## config.mk

```make
export PLATFORM = sky130hd
export DESIGN_NAME = fp_add_sequencer
export DESIGN_NICKNAME = d
export VERILOG_FILES = /design/src/rtl/fp_add_sequencer.sv
export SDC_FILE = /design/constraint.sdc
export NUM_CORES = 1
export LEC_CHECK = 0
export CORE_MARGIN = 2
export CORE_UTILIZATION = 30
export CTS_CLUSTER_SIZE = 12
export DETAILED_ROUTE_END_ITERATION = 6
export DONT_BUFFER_PORTS = 1
export HOLD_SLACK_MARGIN = 0.08
export SLEW_MARGIN = 20
export SYNTH_ARGS = -nofsm -noshare
export SYNTH_HDL_FRONTEND = slang
export SYNTH_SLANG_ARGS = --single-unit
export TNS_END_PERCENT = 5
```

## constraint.sdc

```tcl
create_clock -name clk -period 6.3 [get_ports clk]
set_input_delay 0.63 -clock clk [delete_from_list [all_inputs] [get_ports clk]]
set_output_delay 0.63 -clock clk [all_outputs]
set_load 0.005 [all_outputs]
```

## src/rtl/fp_add_sequencer.sv

```systemverilog
// Multi-cycle bfloat16-style adder controller. One operand pair at a time goes
// through CMP, ALIGN, ADD and an iterative NORM. Rounding is by truncation.
module fp_add_sequencer #(
  parameter int EXP_W = 8,
  parameter int MAN_W = 7
) (
  input  logic                     clk,
  input  logic                     rst_n,
  input  logic                     in_valid,
  output logic                     in_ready,
  input  logic [EXP_W+MAN_W:0]     in_x,
  input  logic [EXP_W+MAN_W:0]     in_y,
  output logic                     out_valid,
  input  logic                     out_ready,
  output logic [EXP_W+MAN_W:0]     out_sum,
  output logic                     busy
);

  localparam int MW = MAN_W + 1;  // mantissa with hidden one
  localparam int SW = MW + 1;     // sum with carry bit

  typedef struct packed {
    logic             sign;
    logic [EXP_W-1:0] exp;
    logic [MAN_W-1:0] man;
  } fp_t;

  typedef enum logic [2:0] {IDLE, CMP, ALIGN, ADD, NORM, DONE} state_t;

  state_t           state, state_nx;
  fp_t              x_q, y_q, p_q, q_q, res_q;
  logic [EXP_W-1:0] dist_q, exp_q;
  logic [MW-1:0]    pm_q, qm_q;
  logic [SW-1:0]    acc_q;
  logic             zero_hold;

  logic             x_zero, y_zero, any_zero, x_bigger, subtract;
  fp_t              bypass_res, norm_res;
  logic [MW-1:0]    qm_aligned;
  logic [SW-1:0]    add_res;
  logic             norm_finish;

  // NOTE: every signal written here gets a default first, so no path through
  // the block can leave one unassigned and infer a latch.
  always_comb begin
    x_zero      = (x_q.exp == '0);
    y_zero      = (y_q.exp == '0);
    any_zero    = x_zero | y_zero;
    x_bigger    = (x_q.exp > y_q.exp) || ((x_q.exp == y_q.exp) && (x_q.man >= y_q.man));
    bypass_res  = '0;
    if (!x_zero)      bypass_res = x_q;
    else if (!y_zero) bypass_res = y_q;

    qm_aligned = '0;
    if (dist_q < EXP_W'(MW)) qm_aligned = {1'b1, q_q.man} >> dist_q;

    subtract = (p_q.sign != q_q.sign);
    add_res  = subtract ? ({1'b0, pm_q} - {1'b0, qm_q})
                        : ({1'b0, pm_q} + {1'b0, qm_q});

    norm_finish   = 1'b1;
    norm_res      = '0;
    norm_res.sign = p_q.sign;
    if (acc_q[SW-1]) begin
      if (exp_q == ({EXP_W{1'b1}} - EXP_W'(1))) begin
        norm_res.exp = '1;
        norm_res.man = '0;
      end else begin
        norm_res.exp = exp_q + EXP_W'(1);
        norm_res.man = acc_q[MW-1:1];
      end
    end else if (acc_q[MW-1]) begin
      norm_res.exp = exp_q;
      norm_res.man = acc_q[MAN_W-1:0];
    end else if (exp_q == EXP_W'(1)) begin
      // Another left shift would reach exponent 0: underflow to +0.
      norm_res = '0;
    end else begin
      norm_finish = 1'b0;
    end

    state_nx = state;
    case (state)
      IDLE:  if (in_valid) state_nx = CMP;
      // The zero bypass holds CMP for one extra cycle before DONE.
      CMP:   state_nx = any_zero ? (zero_hold ? DONE : CMP) : ALIGN;
      ALIGN: state_nx = ADD;
      ADD:   state_nx = (add_res == '0) ? DONE : NORM;
      NORM:  if (norm_finish) state_nx = DONE;
      DONE:  if (out_ready) state_nx = IDLE;
      default: state_nx = IDLE;
    endcase
  end

  // NOTE: sequential state uses non-blocking assignments so every register
  // samples the pre-edge values, independent of statement order.
  // NOTE: only control state and the result are reset; the datapath registers
  // are always written before they are read within an operation.
  always_ff @(posedge clk) begin
    if (!rst_n) begin
      state     <= IDLE;
      res_q     <= '0;
      zero_hold <= 1'b0;
    end else begin
      state <= state_nx;
      case (state)
        IDLE: if (in_valid) begin
          x_q       <= in_x;
          y_q       <= in_y;
          zero_hold <= 1'b0;
        end
        CMP: begin
          p_q    <= x_bigger ? x_q : y_q;
          q_q    <= x_bigger ? y_q : x_q;
          dist_q <= x_bigger ? (x_q.exp - y_q.exp) : (y_q.exp - x_q.exp);
          if (any_zero) begin
            zero_hold <= 1'b1;
            res_q     <= bypass_res;
          end
        end
        ALIGN: begin
          pm_q  <= {1'b1, p_q.man};
          qm_q  <= qm_aligned;
          exp_q <= p_q.exp;
        end
        ADD: begin
          acc_q <= add_res;
          if (add_res == '0) res_q <= '0;
        end
        NORM: begin
          if (norm_finish) begin
            res_q <= norm_res;
          end else begin
            acc_q <= acc_q << 1;
            exp_q <= exp_q - EXP_W'(1);
          end
        end
        default: ;
      endcase
    end
  end

  assign in_ready  = (state == IDLE);
  assign busy      = (state != IDLE);
  assign out_valid = (state == DONE);
  assign out_sum   = res_q;

endmodule
```

### Word-level counts from Yosys, hierarchy flattened

Cells that the tools add are included.

* bits in read-only memories: 0
* input port bits: 36
* RAM bits: 0
* memories: 0
* flip-flop bits (word level): 116
* bits in latches: 0

* reductions and logical operators: 19
* $lt $le $gt $ge: 3
* mux-type cells: 33
* multiply operators: 0
* bitwise operators: 1
* div/mod/pow operators: 0
* equality and inequality tests: 15
* shifts and indexed selects: 1
* add/sub/neg operators: 6

Operators by type and width (count)
* $mux W16: 8
* $pmux W16 S3: 1
* $mux W15: 3
* $mux W9: 2
* $pmux W3 S6: 1
* $pmux W9 S2: 1
* $logic_not A8 Y1: 2
* $mux W8: 2
* $pmux W8 S2: 1
* $sub A8 B8 Y8: 2
* $mux W3: 5
* $reduce_and A3 Y1: 5
* $ne A2 B2 Y1 const B: 5
* $add A8 B8 Y9: 1
* $logic_not A9 Y1: 1
* $sub A8 B8 Y9: 1
* $add A8 B1 Y8 const B: 1
* $eq A8 B1 Y1 const B: 1
* $eq A8 B8 Y1: 1
* $eq A8 B8 Y1 const B: 1
* $gt A8 B8 Y1: 1
* $lt A8 B4 Y1 const B: 1
* $mux W1: 8
* $shr A8 B8 Y8: 1
* 16 further kinds: 22

### Logic depth before layout (Yosys ltp)

* word-level depth: 6
* mapped depth: 15
* gate-level depth less buffers: 14

### Least setup slack after synthesis

Ideal clock, no wire load.

* path kind: reg-to-reg
* start point: reg p_q[15] (netlist name)
* end point: reg res_q (netlist bit out_sum[0])
* path buffers: 1
* cell stages (with the launch flop): 13
* path slack: 3.270 ns
* clock period less this slack: 3.030 ns
* data required time: 6.177 ns
* data arrival time: 2.908 ns
* path through: edfxtp_1 xor2_1 nor2_1 xnor2_1 ha_1 or2_2 o21ai_0 xnor2_1 nor3b_1 a31oi_1 a2111oi_4 clkbuf_2 o21ai_0

* longest elaborated chain between the ends: 5

RTL lines
* start: declaration: RTL line 31 `fp_t x_q, y_q, p_q, q_q, res_q;`
* start signal: assignment: RTL line 113 `p_q <= x_bigger ? x_q : y_q;`
* $ne A1 B1 Y1: RTL line 57 `subtract = (p_q.sign != q_q.sign);`
* $mux W9: RTL line 58 `add_res = subtract ? ({1'b0, pm_q} - {1'b0, qm_q})`
* $logic_not A9 Y1: RTL line 128 `if (add_res == '0) res_q <= '0;`
* $ne A2 B2 Y1 (no line)
* $reduce_and A4 Y1 (no line)
* end signal: assignment: RTL line 118 `res_q <= bypass_res;`
* end signal: assignment: RTL line 132 `res_q <= norm_res;`
* end: declaration: RTL line 31

Every way passes these cells.
A chain may end at the register's enable or synchronous reset.

### Worst setup path in the final report

* start point: reg p_q[15] (netlist name)
* end point: reg res_q (netlist bit out_sum[12])

The elaborated chain is that of the path after synthesis.

==> run_summary.xml <==
<?xml version="1.0" encoding="UTF-8"?>
<metrics>
  <group name="pwr">
    <metric name="intPower" unit="mW">1.56</metric>
    <metric name="power.sequential.fraction" unit="%">43.9</metric>
    <metric name="p_sw_share" unit="%">27.1</metric>
    <metric name="irDropWorstVdd" unit="mV">0.173</metric>
    <metric name="power" unit="mW">2.15</metric>
    <metric name="power_leakage" unit="nW">2.62</metric>
    <metric name="power.switching" unit="mW">0.582</metric>
    <metric name="clockPowerShare" unit="%">42.0</metric>
    <metric name="power_per_cell_area" unit="nW/µm²">295</metric>
    <metric name="p_comb_share" unit="%">14.0</metric>
  </group>
  <group name="synth">
    <metric name="xor_xnor_share_of_the_synthesized_area" unit="%">3.53</metric>
    <metric name="async_reset_ff_share" unit="%">0</metric>
    <metric name="postSynthRegisterBits" unit="">116</metric>
    <metric name="post_synth_fa_ha_maj_area_fraction" unit="%">7.52</metric>
    <metric name="synthesis.area_per_instance" unit="µm²">10.3</metric>
    <metric name="seq_area_frac_synth" unit="%">50.8</metric>
    <metric name="synth_top_family_by_area" unit="">simple AND/OR/NAND/NOR gates</metric>
    <metric name="synthesized_nets" unit="">702</metric>
    <metric name="synth_compound_gate_area_share" unit="%">14.9</metric>
    <metric name="synth.distinct_cells" unit="">55</metric>
    <metric name="post-synth-top-count-cell" unit="">edfxtp_1</metric>
    <metric name="ys_top_cells_by_area" unit="">edfxtp_1 (45%), ha_1 (6.6%), dfxtp_1 (6.2%), o21ai_0 (4.7%), nand2_1 (3.8%)</metric>
    <metric name="synth-simple-area-share" unit="%">15.3</metric>
    <metric name="number_of_flops_mapped_to_enable_cells_by_yosys" unit="">96</metric>
    <metric name="post-synth-top-area-fraction" unit="%">44.6</metric>
    <metric name="synth_top_cells_by_count" unit="">edfxtp_1 (96), nand2_1 (66), o21ai_0 (61)</metric>
    <metric name="synth_mux_area_share" unit="%">3.37</metric>
    <metric name="yosysWarningCount" unit="">0</metric>
    <metric name="syn-instance-count" unit="">629</metric>
    <metric name="yosys_most_used_dff" unit="">edfxtp_1</metric>
    <metric name="synth_top_area_cell" unit="">edfxtp_1</metric>
    <metric name="synth.cell_area" unit="µm²">6460</metric>
  </group>
  <group name="clocking">
    <metric name="clkTransAtPathRegs" unit="ns">0.06</metric>
    <metric name="insertion_delay" unit="ns">0.42</metric>
    <metric name="cts_root_buffer" unit="">clkbuf_16</metric>
    <metric name="sinks_on_the_clock_net" unit="">116</metric>
    <metric name="post_cts_resized" unit="">0</metric>
    <metric name="h-tree-depth" unit="">4</metric>
    <metric name="clock_path_buffers" unit="">2</metric>
    <metric name="post_cts_buffers" unit="">0</metric>
    <metric name="number_of_hold_repair_buffers_added_at_the_cts_stage" unit="">0</metric>
    <metric name="cts_buffers" unit="">17</metric>
    <metric name="clock_tree_from_tritoncts" unit="">built</metric>
  </group>
  <group name="global_routing">
    <metric name="grt_start_max_net_pins" unit="">51</metric>
    <metric name="first_global_vias" unit="">4328</metric>
    <metric name="global_route_wire_length_before_repair" unit="µm">23300</metric>
    <metric name="global_route.overflow_total" unit="">0</metric>
    <metric name="antenna_found_initial" unit="">0</metric>
    <metric name="grt.total_usage" unit="%">13.5</metric>
  </group>
  <group name="detailed_routing">
    <metric name="drt.antenna.violating_nets" unit="">0</metric>
    <metric name="route.detailed.drc" unit="">0</metric>
    <metric name="wirelength" unit="µm">14700</metric>
    <metric name="avgViaCountPerCell" unit="">5.06</metric>
    <metric name="drt_first_iter_violations" unit="">419</metric>
    <metric name="detailroute.via_count" unit="">4600</metric>
    <metric name="detailed_router_iteration_count_before_antenna_repair" unit="">5</metric>
    <metric name="detail_route.wl_per_cell" unit="µm">16.2</metric>
  </group>
  <group name="sta">
    <metric name="worst_slew_pin_slew" unit="ns">1.00</metric>
    <metric name="final.period_utilization" unit="%">52.8</metric>
    <metric name="timing.max_slew.rel_slack" unit="%">33.0</metric>
    <metric name="finalHoldViolCount" unit="">0</metric>
    <metric name="timing.clock.skew" unit="ns">0.0138</metric>
    <metric name="setup_tns" unit="ns">0</metric>
    <metric name="grt_setup_unrepaired" unit="">false</metric>
    <metric name="setup_viol" unit="">0</metric>
    <metric name="achievable-frequency" unit="MHz">301</metric>
    <metric name="post-route-min-period" unit="ns">3.33</metric>
    <metric name="maxSlewViolCount" unit="">0</metric>
  </group>
  <group name="worst_hold_path">
    <metric name="min-delay-start" unit="">in_x[5]</metric>
    <metric name="worst_hold_path_type" unit="">in2reg</metric>
    <metric name="worstHoldEndpoint" unit="">x_q[5]$_DFFE_PP_</metric>
    <metric name="hold_depth" unit="">0</metric>
  </group>
  <group name="final_layout">
    <metric name="ratio_of_cells_with_drive_above_1_in_the_final_layout" unit="%">9.46</metric>
    <metric name="design.final.nets" unit="">694</metric>
    <metric name="antenna_cells" unit="">0</metric>
    <metric name="area_growth_syn_to_layout" unit="%">12.6</metric>
  </group>
  <group name="placed_design">
    <metric name="detailedPlacementHpwl" unit="µm">10800</metric>
    <metric name="buffer_ports.inserted" unit="">0</metric>
    <metric name="finalWeightedCongestion" unit="">0.851</metric>
  </group>
  <group name="setup_path">
    <metric name="crit_path_max_fanout" unit="">32</metric>
    <metric name="criticalPathCategory" unit="">reg2reg</metric>
    <metric name="worst_ep_arrival_time" unit="ns">3.67</metric>
    <metric name="worst-endpoint-required" unit="ns">6.64</metric>
    <metric name="cp-start-kind" unit="">flip-flop</metric>
    <metric name="worstReg2RegEnd" unit="">out_sum[12]$_SDFFE_PN0P_</metric>
    <metric name="critical_path.reg2reg.startpoint" unit="">p_q[15]$_DFFE_PP_</metric>
    <metric name="reg2regPathDepth" unit="">13</metric>
    <metric name="ff2ff_setup_slack" unit="ns">2.97</metric>
    <metric name="endpoint_kind" unit="">flip-flop</metric>
    <metric name="worst_setup_path_startpoint" unit="">p_q[15]$_DFFE_PP_</metric>
  </group>
  <group name="die">
    <metric name="design.core.area" unit="µm²">21100</metric>
    <metric name="std_cell_rows" unit="">53</metric>
    <metric name="initial_utilization" unit="%">30.6</metric>
    <metric name="dieWidth" unit="µm">151</metric>
    <metric name="boundaryPins" unit="">55</metric>
    <metric name="die-height" unit="µm">151</metric>
    <metric name="dieArea" unit="µm²">22700</metric>
  </group>
  <group name="status">
    <metric name="run_status" unit="">finished, final reports clean</metric>
  </group>
  <group name="job">
    <metric name="max_cap_violations" unit="">0</metric>
  </group>
</metrics>
## power by group through the flow
stage	clock, mW	sequential, mW	combinational (mW)
2_1_floorplan	0	0.935	0.249
6_report	0.902	0.942	0.301
5_1_grt	0.950	0.949	0.342
4_1_cts	0.917	0.942	0.303
3_3_place_gp	0	0.957	0.299
3_5_place_dp	0	0.957	0.301
## routing by layer
layer  global-route usage, %  up-vias  wire (µm)  part of all wire, %
met2                    20.6      126       6790                   46
met1                    18.2     2172       6940                   47
met3                    4.03       19        764                  5.2
met5                       0        -          0                    0
li1                        -     2283          -                    -
met4                    4.39        0        223                  1.5
## stage by stage
step	instance area, µm²	util (%)	setup WS, ns	hold WS (ns)	instances
2_1_floorplan	6460	-	3.27	0.400	629
3_3_place_gp	6720	31.9	3.06	0.403	877
5_1_grt	7280	34.5	2.56	0.281	909
6_report	7280	34.5	2.97	0.300	909
3_5_place_dp	6720	31.9	2.98	0.405	877
4_1_cts	7280	34.5	2.95	0.286	909
## worst max-delay path by stage
stage                                    end  slack [ns]
floorplan            out_sum[0]$_SDFFE_PN0P_        3.27
global placement     out_sum[4]$_SDFFE_PN0P_        3.06
detailed placement  out_sum[12]$_SDFFE_PN0P_        2.98
CTS                 out_sum[12]$_SDFFE_PN0P_        2.95
global route        out_sum[12]$_SDFFE_PN0P_        2.56
finish              out_sum[12]$_SDFFE_PN0P_        2.97
## logic make-up (layout without fill, tap and decap cells)
| family | Yosys count | in the layout |
|---|---|---|
| AO/OA/AOI/OAI | 159 | 159 |
| XOR/XNOR | 26 | 26 |
| adder cells (fa/ha/maj) | 37 | 37 |
| buffers and inverters | 71 | 76 |
| flip-flops | 116 | 116 |
| multiplexers | 18 | 18 |
| AND/OR/NAND/NOR | 202 | 202 |
## area by class of cell
type / count / area (µm²)
Inverter: 36 / 135
Tap cell: 275 / 344
Sequential cell: 116 / 3280
Fill cell: 2126 / 13800
Clock inverter: 14 / 125
Timing Repair Buffer: 8 / 60.1
Clock buffer: 18 / 429
Multi-Input combinational cell: 442 / 2900
## cells in the final DEF, fill, tap and decap left out, types with 4 or more instances in the layout
cell,count
a211oi_1,4
a21o_1,8
a21oi_1,34
a22oi_1,9
a31oi_1,4
a32oi_1,6
buf_4,8
clkbuf_16,17
dfxtp_1,20
edfxtp_1,96
ha_1,34
inv_1,35
inv_6,5
mux2_2,10
mux2i_1,6
nand2_1,66
nand2b_1,6
nand3_1,28
nand4_1,8
nor2_1,40
nor2b_1,9
nor3_1,13
nor3b_1,6
nor4_1,5
o21ai_0,61
o21ai_1,4
o22ai_1,13
or2_2,4
xnor2_1,17
xor2_1,9
## critical path, cell delays in order, from the launching register on
cell and delay [ns]:
edfxtp_1 0.43, xor2_1 0.37, nor2_1 0.10, xnor2_1 0.14
ha_1 0.33, a21oi_1 0.20, nand2_1 0.11, a31oi_1 0.21
xor2_1 0.28, a31oi_1 0.18, a2111oi_4 0.33, buf_4 0.36
nand3_1 0.13, o21ai_0 0.09
## registers in the layout, summed over array words and instances (netlist names)
register	flops
out_sum	16
p_q	16
x_q	16
y_q	16
acc_q	9
dist_q	8
exp_q	8
q_q	8
qm_q	8
pm_q	7
state	3
zero_hold	1
No activity file was read; power rests on OpenSTA's default activity.
